--- src/rtl/wb_commit_arbiter_pkg.sv ---
// Shared types and widths for the writeback commit arbiter.
package wb_commit_arbiter_pkg;

    localparam int unsigned WB_RD_W = 5;
    localparam int unsigned WB_XLEN = 32;

    // One buffered result waiting for a register-file write port.
    typedef struct packed {
        logic [WB_RD_W-1:0] rd;
        logic [WB_XLEN-1:0] data;
    } wb_entry_t;

endpackage

--- src/rtl/wb_commit_arbiter_if.sv ---
// Source handshake and register-file write-port bundle of the commit arbiter.
interface wb_commit_arbiter_if
    import wb_commit_arbiter_pkg::*;
#(
    parameter int unsigned XLEN    = 32,
    parameter int unsigned NUM_SRC = 4,
    parameter int unsigned NUM_WP  = 1
);

    logic [NUM_SRC-1:0]         src_valid_i;
    logic [NUM_SRC-1:0]         src_ready_o;
    logic [NUM_SRC*WB_RD_W-1:0] src_rd_i;
    logic [NUM_SRC*XLEN-1:0]    src_data_i;
    logic [NUM_WP-1:0]          rf_we_o;
    logic [NUM_WP*WB_RD_W-1:0]  rf_waddr_o;
    logic [NUM_WP*XLEN-1:0]     rf_wdata_o;

    // Execution sources and register-file consumer side.
    modport master (
        output src_valid_i, src_rd_i, src_data_i,
        input  src_ready_o, rf_we_o, rf_waddr_o, rf_wdata_o
    );

    // Arbiter side.
    modport slave (
        input  src_valid_i, src_rd_i, src_data_i,
        output src_ready_o, rf_we_o, rf_waddr_o, rf_wdata_o
    );

endinterface

--- src/rtl/wb_commit_arbiter_src_fifo.sv ---
// Per-source result FIFO; extra pointer MSB distinguishes full from empty.
module wb_commit_arbiter_src_fifo
    import wb_commit_arbiter_pkg::*;
#(
    parameter int unsigned DEPTH = 2
) (
    input  logic      clk_i,
    input  logic      rst_ni,
    input  logic      flush_i,
    input  logic      push_i,
    input  wb_entry_t entry_i,
    input  logic      pop_i,
    output wb_entry_t head_o,
    output logic      full_o,
    output logic      empty_o
);

    localparam int unsigned IDX_W = $clog2(DEPTH);
    localparam int unsigned PTR_W = IDX_W + 1;

    logic [PTR_W-1:0] wr_q, wr_d;
    logic [PTR_W-1:0] rd_q, rd_d;
    wb_entry_t        mem_q [DEPTH];
    logic             do_push, do_pop;

    assign full_o  = (wr_q[IDX_W] != rd_q[IDX_W]) && (wr_q[IDX_W-1:0] == rd_q[IDX_W-1:0]);
    assign empty_o = (wr_q == rd_q);
    assign head_o  = mem_q[rd_q[IDX_W-1:0]];
    assign do_push = push_i && !full_o && !flush_i;
    assign do_pop  = pop_i && !empty_o && !flush_i;

    // Pointer next-state; flush empties the FIFO outright.
    always_comb begin
        wr_d = wr_q;
        rd_d = rd_q;
        if (flush_i) begin
            wr_d = '0;
            rd_d = '0;
        end else begin
            if (do_push) wr_d = wr_q + PTR_W'(1);
            if (do_pop)  rd_d = rd_q + PTR_W'(1);
        end
    end

    // Pointer registers.
    always_ff @(posedge clk_i or negedge rst_ni) begin
        if (!rst_ni) begin
            wr_q <= '0;
            rd_q <= '0;
        end else begin
            wr_q <= wr_d;
            rd_q <= rd_d;
        end
    end

    // Entry storage; contents are only meaningful between the pointers.
    always_ff @(posedge clk_i) begin
        if (do_push) mem_q[wr_q[IDX_W-1:0]] <= entry_i;
    end

endmodule

--- src/rtl/wb_commit_arbiter.sv ---
// Writeback stage: per-source FIFOs round-robin arbitrated onto registered RF write ports.
module wb_commit_arbiter
    import wb_commit_arbiter_pkg::*;
#(
    parameter int unsigned XLEN      = 32,
    parameter int unsigned NUM_SRC   = 4,
    parameter int unsigned NUM_WP    = 1,
    parameter int unsigned BUF_DEPTH = 2
) (
    input  logic                clk_i,
    input  logic                rst_ni,
    input  logic                flush_i,
    input  logic                hold_i,
    wb_commit_arbiter_if.slave  wb_if,
    output logic                busy_o
);

    localparam int unsigned SRC_W = $clog2(NUM_SRC);
    localparam int unsigned SUM_W = SRC_W + 1;

    logic [NUM_SRC-1:0] full, empty, push, pop;
    wb_entry_t          head [NUM_SRC];

    logic [SRC_W-1:0]                  rr_q, rr_d;
    logic [NUM_WP-1:0]                 port_vld;
    logic [NUM_WP-1:0][WB_RD_W-1:0]    port_rd;
    logic [NUM_WP-1:0][XLEN-1:0]       port_data;
    logic [NUM_WP-1:0]                 we_q;
    logic [NUM_WP-1:0][WB_RD_W-1:0]    waddr_q;
    logic [NUM_WP-1:0][XLEN-1:0]       wdata_q;

    // Source FIFOs; results for x0 are swallowed at the push.
    for (genvar i = 0; i < NUM_SRC; i++) begin : g_src
        wb_entry_t entry;
        assign entry.rd   = wb_if.src_rd_i[i*WB_RD_W +: WB_RD_W];
        assign entry.data = WB_XLEN'(wb_if.src_data_i[i*XLEN +: XLEN]);
        assign push[i]    = wb_if.src_valid_i[i] && !full[i] && (entry.rd != '0) && !flush_i;

        wb_commit_arbiter_src_fifo #(.DEPTH(BUF_DEPTH)) u_fifo (
            .clk_i   (clk_i),
            .rst_ni  (rst_ni),
            .flush_i (flush_i),
            .push_i  (push[i]),
            .entry_i (entry),
            .pop_i   (pop[i]),
            .head_o  (head[i]),
            .full_o  (full[i]),
            .empty_o (empty[i])
        );
    end

    assign wb_if.src_ready_o = ~full;
    assign busy_o            = |(~empty);

    // Round-robin scan from rr_q; stop at the first rd collision or once every port is taken.
    always_comb begin
        logic             stop;
        logic             conflict;
        logic             placed;
        logic             any_grant;
        logic [SUM_W-1:0] sum;
        logic [SRC_W-1:0] idx;
        logic [SRC_W-1:0] last_idx;
        pop       = '0;
        port_vld  = '0;
        port_rd   = '0;
        port_data = '0;
        rr_d      = rr_q;
        stop      = 1'b0;
        conflict  = 1'b0;
        placed    = 1'b0;
        any_grant = 1'b0;
        sum       = '0;
        idx       = '0;
        last_idx  = '0;
        if (!flush_i && !hold_i) begin
            for (int unsigned k = 0; k < NUM_SRC; k++) begin
                sum = {1'b0, rr_q} + SUM_W'(k);
                if (sum >= SUM_W'(NUM_SRC)) sum = sum - SUM_W'(NUM_SRC);
                idx = SRC_W'(sum);
                if (!stop && !empty[idx]) begin
                    conflict = 1'b0;
                    for (int unsigned p = 0; p < NUM_WP; p++) begin
                        if (port_vld[p] && (port_rd[p] == head[idx].rd)) conflict = 1'b1;
                    end
                    if (conflict || (&port_vld)) begin
                        stop = 1'b1;
                    end else begin
                        placed = 1'b0;
                        for (int unsigned p = 0; p < NUM_WP; p++) begin
                            if (!placed && !port_vld[p]) begin
                                port_vld[p]  = 1'b1;
                                port_rd[p]   = head[idx].rd;
                                port_data[p] = XLEN'(head[idx].data);
                                placed       = 1'b1;
                            end
                        end
                        pop[idx]  = 1'b1;
                        any_grant = 1'b1;
                        last_idx  = idx;
                    end
                end
            end
            if (any_grant) begin
                rr_d = (last_idx == SRC_W'(NUM_SRC - 1)) ? '0 : last_idx + SRC_W'(1);
            end
        end
    end

    // Registered write ports and round-robin pointer; idle ports keep their last address/data.
    always_ff @(posedge clk_i or negedge rst_ni) begin
        if (!rst_ni) begin
            rr_q    <= '0;
            we_q    <= '0;
            waddr_q <= '0;
            wdata_q <= '0;
        end else begin
            rr_q <= rr_d;
            we_q <= port_vld;
            for (int unsigned p = 0; p < NUM_WP; p++) begin
                if (port_vld[p]) begin
                    waddr_q[p] <= port_rd[p];
                    wdata_q[p] <= port_data[p];
                end
            end
        end
    end

    assign wb_if.rf_we_o    = we_q;
    assign wb_if.rf_waddr_o = waddr_q;
    assign wb_if.rf_wdata_o = wdata_q;

endmodule

--- src/flat_wrapper.sv ---
// flat-port wrapper written by rule: the top's interface ports become plain ports
module wb_commit_arbiter_flat import wb_commit_arbiter_pkg::*;
#(
    parameter int unsigned XLEN      = 32,
    parameter int unsigned NUM_SRC   = 4,
    parameter int unsigned NUM_WP    = 1,
    parameter int unsigned BUF_DEPTH = 2
)
  (clk_i, rst_ni, flush_i, hold_i, busy_o, wb_if_src_valid_i, wb_if_src_rd_i, wb_if_src_data_i, wb_if_src_ready_o, wb_if_rf_we_o, wb_if_rf_waddr_o, wb_if_rf_wdata_o);
  wb_commit_arbiter_if #(.XLEN(XLEN), .NUM_SRC(NUM_SRC), .NUM_WP(NUM_WP)) wb_if_i ();
  input  logic clk_i;
  input  logic rst_ni;
  input  logic flush_i;
  input  logic hold_i;
  output logic busy_o;
  input wire logic [$bits(wb_if_i.src_valid_i)-1:0] wb_if_src_valid_i;
  input wire logic [$bits(wb_if_i.src_rd_i)-1:0] wb_if_src_rd_i;
  input wire logic [$bits(wb_if_i.src_data_i)-1:0] wb_if_src_data_i;
  output wire logic [$bits(wb_if_i.src_ready_o)-1:0] wb_if_src_ready_o;
  output wire logic [$bits(wb_if_i.rf_we_o)-1:0] wb_if_rf_we_o;
  output wire logic [$bits(wb_if_i.rf_waddr_o)-1:0] wb_if_rf_waddr_o;
  output wire logic [$bits(wb_if_i.rf_wdata_o)-1:0] wb_if_rf_wdata_o;
  assign wb_if_i.src_valid_i = wb_if_src_valid_i;
  assign wb_if_i.src_rd_i = wb_if_src_rd_i;
  assign wb_if_i.src_data_i = wb_if_src_data_i;
  assign wb_if_src_ready_o = wb_if_i.src_ready_o;
  assign wb_if_rf_we_o = wb_if_i.rf_we_o;
  assign wb_if_rf_waddr_o = wb_if_i.rf_waddr_o;
  assign wb_if_rf_wdata_o = wb_if_i.rf_wdata_o;
  wb_commit_arbiter #(.XLEN(XLEN), .NUM_SRC(NUM_SRC), .NUM_WP(NUM_WP), .BUF_DEPTH(BUF_DEPTH)) u_core (.clk_i(clk_i), .rst_ni(rst_ni), .flush_i(flush_i), .hold_i(hold_i), .wb_if(wb_if_i), .busy_o(busy_o));
endmodule
--- config.mk ---
export PLATFORM = sky130hd
export DESIGN_NAME = wb_commit_arbiter_flat
export DESIGN_NICKNAME = d
export VERILOG_FILES = /design/src/rtl/wb_commit_arbiter_pkg.sv /design/src/rtl/wb_commit_arbiter_if.sv /design/src/rtl/wb_commit_arbiter_src_fifo.sv /design/src/rtl/wb_commit_arbiter.sv /design/src/flat_wrapper.sv
export SDC_FILE = /design/constraint.sdc
export NUM_CORES = 1
export LEC_CHECK = 0
export CAP_MARGIN = 20
export CORE_MARGIN = 2
export CORE_UTILIZATION = 30
export DETAILED_ROUTE_END_ITERATION = 6
export PLACE_DENSITY_LB_ADDON = 0.2
export SLEW_MARGIN = 30
export SYNTH_ARGS = -nofsm -noshare
export SYNTH_HDL_FRONTEND = slang
export SYNTH_HIERARCHICAL = 1
export SYNTH_SLANG_ARGS = --single-unit
--- constraint.sdc ---
create_clock -name clk_i -period 8.8 [get_ports clk_i]
set_input_delay 1.32 -clock clk_i [delete_from_list [all_inputs] [get_ports clk_i]]
set_output_delay 1.32 -clock clk_i [all_outputs]
set_load 0.005 [all_outputs]
-- After elaboration in Yosys (flattened, before gate mapping)
Memories as Yosys holds them, arrays and structs flattened.
Cells that the tools add are included.
- reduce and logical (&&, ||, !) cells: 73
- bitwise gates (word level): 9
- shift operators: 0
- add/sub/neg operators: 16
- mux-type cells: 138
- multiply operators: 0
- eq/ne operators: 16
- magnitude comparators: 16
- divide/modulo/power cells: 0
- operator list (operator ; number):
    $mux 32 ; 11
    $bmux 37 s2 ; 4
    $mux 37 ; 8
    $mux 5 ; 14
    $mux 2 ; 33
    $mux 1 ; 49
    $mux 4 ; 11
    $logic_and 1x1->1 ; 42
    $ge 3x3->1 const B ; 7
    $reduce_bool 5->1 ; 4
    $add 2x1->2 const B ; 9
    $reduce_bool 2->1 ; 8
    $eq 5x5->1 ; 3
    $logic_not 1->1 ; 14
    $lt 2x3->1 const B ; 4
    $not 2->3 ; 4
    $or 4x4->4 ; 3
    $bmux 1 s2 ; 4
    $demux 1 s2 ; 4
    $eq 2x2->1 ; 4
    $ge 2x1->1 const B ; 4
    $not 4->4 ; 2
    $sub 2x1->2 const B ; 4
    $add 2x2->3 const B ; 2
    8 further kinds ; 16
- input port bits: 156
- memory bits (writable): 296
- memory bits (read-only): 0
- bits in registers: 56
- memories: 4
- latch bits: 0
- output and inout bits: 43
- memories (name ; depth ; width ; rd ports ; clocked after memory_dff ; write ports ; line ; text):
    u_core.g_src[0].u_fifo.mem_q ; 2 ; 37 ; 1 ; 0 ; 1 ; wb_commit_arbiter_src_fifo.sv:23 ; wb_entry_t mem_q [DEPTH];
    u_core.g_src[1].u_fifo.mem_q ; 2 ; 37 ; 1 ; 0 ; 1 ; wb_commit_arbiter_src_fifo.sv:23 ;
    u_core.g_src[2].u_fifo.mem_q ; 2 ; 37 ; 1 ; 0 ; 1 ; wb_commit_arbiter_src_fifo.sv:23 ;
    u_core.g_src[3].u_fifo.mem_q ; 2 ; 37 ; 1 ; 0 ; 1 ; wb_commit_arbiter_src_fifo.sv:23 ;

-- Longest topological paths before layout
Gate-level depths: netlist of the first run.
- depth after elaboration: 40
- mapped depth: 15

-- By module
Netlist of the first run, hierarchy kept.
- by module, submodules not included (module ; instances ; area an instance (um^2) ; cells each):
    wb_commit_arbiter_src_fifo (u_core.g_src[1].u_fifo ...) ; 3 ; 2931.6 ; 146
    wb_commit_arbiter ; 1 ; 6427.4 ; 688
    wb_commit_arbiter_src_fifo (u_core.g_src[0].u_fifo) ; 1 ; 2945.3 ; 146

-- Worst setup path before layout of the first run
No wires, ideal clock.
- path kind: input to register
- start: input wb_if_src_rd_i[8]
- end: memory u_core/g_src[1].u_fifo/mem_q[0][0] in the netlist's numbering, enable pin
- data arrival time: 5.963 ns
- cell stages on the path: 4
- required time: 8.264 ns
- library setup time: 0.536 ns
- path slack: 2.301 ns
- buffers on the path: 0
- path through: or4_1 > nor2_1 > nor4b_1 > nor4b_1
- cells in the longest elaborated chain, start to end: 7
- RTL lines (element ; line ; text):
    start, declared ; flat_wrapper.sv:17 ; input wire logic [$bits(wb_if_i.src_rd_i)-1:0] wb_if_src_rd_i;
    $reduce_bool 5->1 ; wb_commit_arbiter.sv:37 ; assign push[i] = wb_if.src_valid_i[i] && !full[i] && (entry.rd != '0) && !flush_i;
    $logic_and 1x1->1 (2 in a row) ; wb_commit_arbiter.sv:37 ;
    named net u_core.push[1] ; wb_commit_arbiter.sv:21 ; logic [NUM_SRC-1:0] full, empty, push, pop;
    $logic_and 1x1->1 (2 in a row) ; wb_commit_arbiter_src_fifo.sv:29 ; assign do_push = push_i && !full_o && !flush_i;
    $mux 1 ; wb_commit_arbiter_src_fifo.sv:58 ; if (do_push) mem_q[wr_q[IDX_W-1:0]] <= entry_i;
    $mux 1 (not written as such) ; wb_commit_arbiter_src_fifo.sv:58 ;
    end, declared ; wb_commit_arbiter_src_fifo.sv:23 ;
The timed path passes the listed nets, and every way through them passes these cells.

==> flow_summary.yaml, run 1 <==
cts:
  ctsLongestPathBuffers: 3
  post_cts_buffers: 0
  cts_made_buffers: 39
  path_clk_slew_ns: 0.06
  root_buffer: "clkbuf_16"
  cts_tree: "yes"
  cts_hold_buf: 0
  cts_resized: 0
  clock_latency_ns: 0.57
  htreeDepth: 2
  cts_sinks: 352
routing:
  ant_nets: 0
  viasPerCell: 5.41
  wl_um: 55200
  drtIter0Drc: 1219
  first_pass_iters: 5
  via_count: 12200
  drc: 0
  avgRoutedWirePerCell_um: 24.6
synth:
  yosys.area.top_type_share: 0.489
  synth_cells: 1272
  synth_top_area_cell: "edfxtp_1"
  synth_area_leaders: "edfxtp_1, mux4_2, dfrtp_1"
  ys_dominant_reg_cell: "edfxtp_1"
  avgSynthCellArea_um2: 14.3
  yosysUniqueCellTypes: 58
  syn_nets: 1434
  synthesis.area_um2: 18200
  synth-seq-area-share: 0.566
  synth_seq_cells: 352
  async_reset_ff_frac: 0.159
  synth-edff-count: 296
  yosys_warnings: 6
global_route:
  grt_pass1_vias: 11800
  grt_max_degree: 66
  grt_pass1_wl_um: 80300
  grt_usage: 0.173
  grt-ovfl-total: 0
  antenna_found_initial: 2
layout:
  final_util: 0.369
  final_cell_mix: "edfxtp_1, clkdlybuf4s50_1, mux2_2, mux4_2, nand2_1"
  diodes: 0
  nFillCells: 5738
  nets: 1600
  drive_gt1_frac: 0.226
  final_common_cell: "edfxtp_1"
  synthToLayoutAreaGrowth_pct: 22.3
sta:
  rsz0062_at_grt: "false"
  worst_slack_ns: 3.59
  maxSlewHeadroom: 0.330
  hold_violations: 0
  period_needed_ns: 5.21
  setup_viol: 0
  fin_tns_setup_ns: 0
  max_freq_mhz: 192
  period_share: 0.592
  tightest_slew_ns: 1.00
  hold_ws_ns: 0.491
  slew_viol_final: 0
  clock_skew_ns: 0.0185
worst_hold_path:
  hold_start: "u_core/wb_if.rf_wdata_o[3]"
  min_path_cells: 1
  worstHoldPathType: "flip-flop to flip-flop"
  whs_endpoint: "u_core/wb_if.rf_wdata_o[3]"
setup_path:
  worstReg2RegEnd: "u_core/g_src[3].u_fifo/rd_q[1]"
  cpMaxStageDelayCell: "mux4_2"
  path_buf_inv: 3
  arrival_ns: 3.89
  path_max_fanout: 53
  rrSetupSlack_ns: 4.50
  worstRegToRegCells: 11
  critPathLaunchType: "flip-flop"
  path_class: "flip-flop to output port"
  max_stage_delay_ns: 0.87
  r2r_start: "u_core/rr_q[1]"
  required_ns: 7.48
  crit_path_end_kind: "output port"
  cp_top_family: "buffers and inverters"
  cp_cell_sequence: "buf_4 > inv_1 > ha_4 > mux4_2 > nand3_2 > clkdlybuf4s50_1"
power_and_ir_drop:
  p_per_area_nw_per_um2: 282
  p_leak_nw: 7.34
  totalPowerFinal_mw: 6.26
  vdd_drop_max_mv: 0.236
die:
  rows: 90
  ios: 199
  core_area_um2: 60100
  start_util: 0.302
  fp.dieW_um: 250
  dieArea_um2: 62500
  die_h_um: 250
placed_design:
  port_buffers: 198
  gp_congestion: 0.810
  place_ws_ns: 4.19
  place_hpwl_um: 38600
job:
  cap_violations: 0
outcome:
  status: "complete, no violations"
[worst max-delay path by stage]
stage,startpoint,endpoint,slack [ns],cells after the start
after global routing,u_core/rr_q[1],busy_o,3.45,6
final,u_core/rr_q[1],busy_o,3.59,6
after CTS,u_core/rr_q[1],busy_o,3.59,6
after detailed placement,u_core/rr_q[1],busy_o,4.19,6
after global placement,u_core/g_src[3].u_fifo/rd_q[0],busy_o,4.16,6
after floorplan,wb_if_src_rd_i[8],u_core/g_src[1].u_fifo/mem_q[0][0],2.30,4
[Yosys cell counts (9+ instances only)]
cell type,instances
edfxtp_1,296
mux2_2,120
mux4_2,86
nand2_1,62
dfrtp_1,56
nor2_1,56
o21ai_0,52
a22oi_1,47
buf_2,46
a21oi_1,42
nand3_1,37
mux2_1,33
nor2b_1,32
clkbuf_1,27
inv_1,27
o21ai_1,19
o22ai_1,17
mux2i_1,16
a221oi_1,13
a32o_1,13
a32oi_1,13
buf_4,13
nand2b_1,13
a211oi_2,9
[metal layers]
| layer | part of all wire | GRT usage | vias up |
|---|---|---|---|
| met2 | 0.44 | 0.256 | 436 |
| met4 | 0.015 | 0.0366 | 4 |
| met3 | 0.071 | 0.0372 | 60 |
| met5 | 0.00049 | 0 | - |
| met1 | 0.47 | 0.260 | 6274 |
| li1 | - | - | 5402 |
[sequential cells by signal, indices dropped and copies added, names as in the netlist]
name and count:
u_core/g_src.u_fifo/rd_q 8, u_core/g_src.u_fifo/mem_q 296, u_core/g_src.u_fifo/wr_q 8, u_core/wb_if.rf_wdata_o 32, u_core/wb_if.rf_we_o 1, u_core/rr_q 2, u_core/wb_if.rf_waddr_o 5
[per-stage QoR]
| step | instance area [um^2] | cells |
|---|---|---|
| detailed placement | 20900 | 2179 |
| global placement | 20900 | 2179 |
| finish | 22200 | 2250 |
| global route | 22200 | 2250 |
| floorplan | 18200 | 1272 |
| CTS | 22200 | 2250 |
[report_power, final]
part / total, mW / internal [mW] / switching [mW]
combinational: 2.55 / 1.17 / 1.38
sequential: 2.02 / 1.92 / 0.0955
clock: 1.69 / 1.03 / 0.662
total: 6.26 / 4.12 / 2.14
[kinds of logic (layout without fill, tap and decap cells)]
family | Yosys count | after routing | share of synthesized area
DFF | 352 | 352 | 0.566
AOI/OAI and AO/OA | 277 | 277 | 0.107
muxes | 255 | 255 | 0.210
and+or+nand+nor | 241 | 241 | 0.0690
buffers and inverters | 126 | 322 | 0.0352
xor gates and xnor gates | 15 | 15 | 0.00765
adders and majority gates | 6 | 6 | 0.00413
[area by class of cell]
type	count	area [um^2]	area share
Inverter	28	105	0.00473
Clock inverter	20	262	0.0118
Clock buffer	51	1060	0.0478
Sequential cell	352	10300	0.464
Tap cell	782	978	0.0440
Timing Repair Buffer	223	2180	0.0979
Multi-Input combinational cell	794	7330	0.330
No activity file was read; power rests on OpenSTA's default activity.
==> run 2: changes to the inputs <==
==> constraint.sdc (replaced) <==
create_clock -name clk_i -period 5 [get_ports clk_i]
set_input_delay 0.75 -clock clk_i [delete_from_list [all_inputs] [get_ports clk_i]]
set_output_delay 0.75 -clock clk_i [all_outputs]
set_load 0.005 [all_outputs]
==> run 2 against run 1 <==
Against the previous run:
- worst setup slack worse by 2.8 ns
- highest routed layer is now met4
- global-route usage is essentially flat
- total power up 75%
- critical endpoint unchanged
- register-to-register slack worse by 3.3 ns
- largest cell class unchanged
==> flow_summary.yaml, run 2 (synthesis gave the netlist of run 1 again) <==
layout:
  seqCellArea_um2: 10300
  nFillCells: 5718
  final_util: 0.371
  fin_cells: 2266
  drive_gt1_frac: 0.237
  largest_register_ffs: 296
  diodes: 0
  nets: 1615
  fin_area_um2: 22300
  final_common_cell: "edfxtp_1"
  final_cell_mix: "edfxtp_1, clkdlybuf4s50_1, mux2_2, mux4_2, nand2_1"
  multi_input_comb_area_um2: 7350
  synthToLayoutAreaGrowth_pct: 22.9
global_route:
  grt-ovfl-total: 0
  grt_pass1_vias: 12200
  antenna_found_initial: 1
  grt_max_degree: 61
  grt_usage: 0.173
  grt_pass1_wl_um: 80800
setup_path:
  cp_cell_sequence: "xor2_1 > nor2_1 > mux4_2 > and2_4 > nand3_2 > clkdlybuf4s50_1"
  critPathLaunchType: "flip-flop"
  required_ns: 4.25
  cp_top_family: "simple AND/OR/NAND/NOR gates"
  crit_path_end_kind: "output port"
  path_class: "flip-flop to output port"
  arrival_ns: 3.44
  path_buf_inv: 1
  path_max_fanout: 15
  cpMaxStageDelayCell: "clkdlybuf4s50_1"
  max_stage_delay_ns: 0.57
power_and_ir_drop:
  combPwrFrac: 0.411
  vdd_drop_max_mv: 0.266
  p_leak_nw: 7.41
  netSwitchingFraction: 0.345
  p_per_area_nw_per_um2: 492
  totalPowerFinal_mw: 11.0
  p_sw_mw: 3.79
  p_int_mw: 7.19
  p_seq_frac: 0.326
  clockPowerShare: 0.262
sta:
  fin_tns_setup_ns: 0
  maxSlewHeadroom: 0.332
  max_freq_mhz: 239
  period_needed_ns: 4.19
  period_share: 0.838
  worst_slack_ns: 0.809
  hold_ws_ns: 0.222
  clock_skew_ns: 0.0245
  setup_viol: 0
  slew_viol_final: 0
  hold_violations: 0
  tightest_slew_ns: 0.999
  rsz0062_at_grt: "false"
cts:
  cts_hold_buf: 0
  cts_made_buffers: 40
  cts_resized: 0
  path_clk_slew_ns: 0.06
  cts_sinks: 352
  root_buffer: "clkbuf_16"
  ctsLongestPathBuffers: 3
  htreeDepth: 2
  cts_tree: "yes"
  clock_latency_ns: 0.56
  post_cts_buffers: 0
worst_hold_path:
  worstHoldPathType: "input port to asynchronous set/reset pin"
die:
  ios: 199
  start_util: 0.302
  fp.dieW_um: 250
  die_h_um: 250
  core_area_um2: 60100
  rows: 90
  dieArea_um2: 62500
placed_design:
  gp_congestion: 0.812
  place_area_um2: 21000
  dp.cells: 2190
  port_buffers: 198
  place_ws_ns: 1.29
  place_hpwl_um: 38100
outcome:
  status: "complete, no violations"
routing:
  via_count: 12300
  drc: 0
  ant_nets: 0
  avgRoutedWirePerCell_um: 24.1
  drtIter0Drc: 1071
  first_pass_iters: 5
  wl_um: 54600
  viasPerCell: 5.44
job:
  cap_violations: 0
==> run 2: changes by cell type in the layout (fill, tap and decap cells not counted), sizes merged <==
cell / before / now
inv: 29 / 30
bufinv: 6 / 2
clkdlybuf4s50: 197 / 196
buf: 26 / 41
clkbuf: 51 / 55
clkinvlp: 1 / 2
==> run 2: worst paths after layout <==
| path | from | end | slack, ns | depth (start not counted) |
|---|---|---|---|---|
| hold reg to reg | u_core/wb_if.rf_wdata_o[31] | u_core/wb_if.rf_wdata_o[31] | 0.49 | 2 |
| min in group clk_i | u_core/wb_if.rf_wdata_o[31] | u_core/wb_if.rf_wdata_o[31] | 0.49 | 2 |
| max in group asynchronous | rst_ni | u_core/rr_q[0] | 4.20 | 3 |
| setup reg to reg | u_core/g_src[3].u_fifo/wr_q[0] | u_core/g_src[0].u_fifo/rd_q[1] | 1.16 | 9 |
| setup / recovery | u_core/g_src[3].u_fifo/wr_q[0] | busy_o | 0.81 | 6 |
| hold / removal | rst_ni | u_core/wb_if.rf_wdata_o[25] | 0.22 | 2 |
==> run 2: routing by layer <==
| metal | GRT usage | up-vias | part of all wire |
|---|---|---|---|
| li1 | - | 5441 | - |
| met1 | 0.259 | 6365 | 0.48 |
| met2 | 0.258 | 474 | 0.44 |
| met3 | 0.0314 | 50 | 0.066 |
| met4 | 0.0436 | 0 | 0.016 |
| met5 | 0 | - | 0 |
==> run 2: area by class of cell <==
| type | count | area share |
|---|---|---|
| multi-input combinational | 794 | 0.330 |
| clock buffer | 55 | 0.0501 |
| sequential | 352 | 0.461 |
| clock inverter | 18 | 0.00751 |
| timing repair buffer | 237 | 0.103 |
| tap | 782 | 0.0438 |
| inverter | 28 | 0.00471 |
==> run 2: worst register-to-register path, cell delays in order, from the launching register on <==
cell and delay [ns]:
dfrtp_1 0.51, xor2_1 0.21, nor2_1 0.48, mux4_2 0.54, nand2_2 0.43, nor2_8 0.42, a22oi_1 0.11, a21oi_1 0.64
a21oi_1 0.16, a311oi_1 0.26
==> run 2: power groups by stage <==
stage,sequential (mW),combinational [mW],clock [mW]
after floorplan,3.53,3.29,0
after global placement,3.64,4.41,0
after detailed placement,3.65,4.46,0
after CTS,3.59,4.47,2.97
after global routing,3.60,4.87,3.07
final,3.58,4.51,2.88
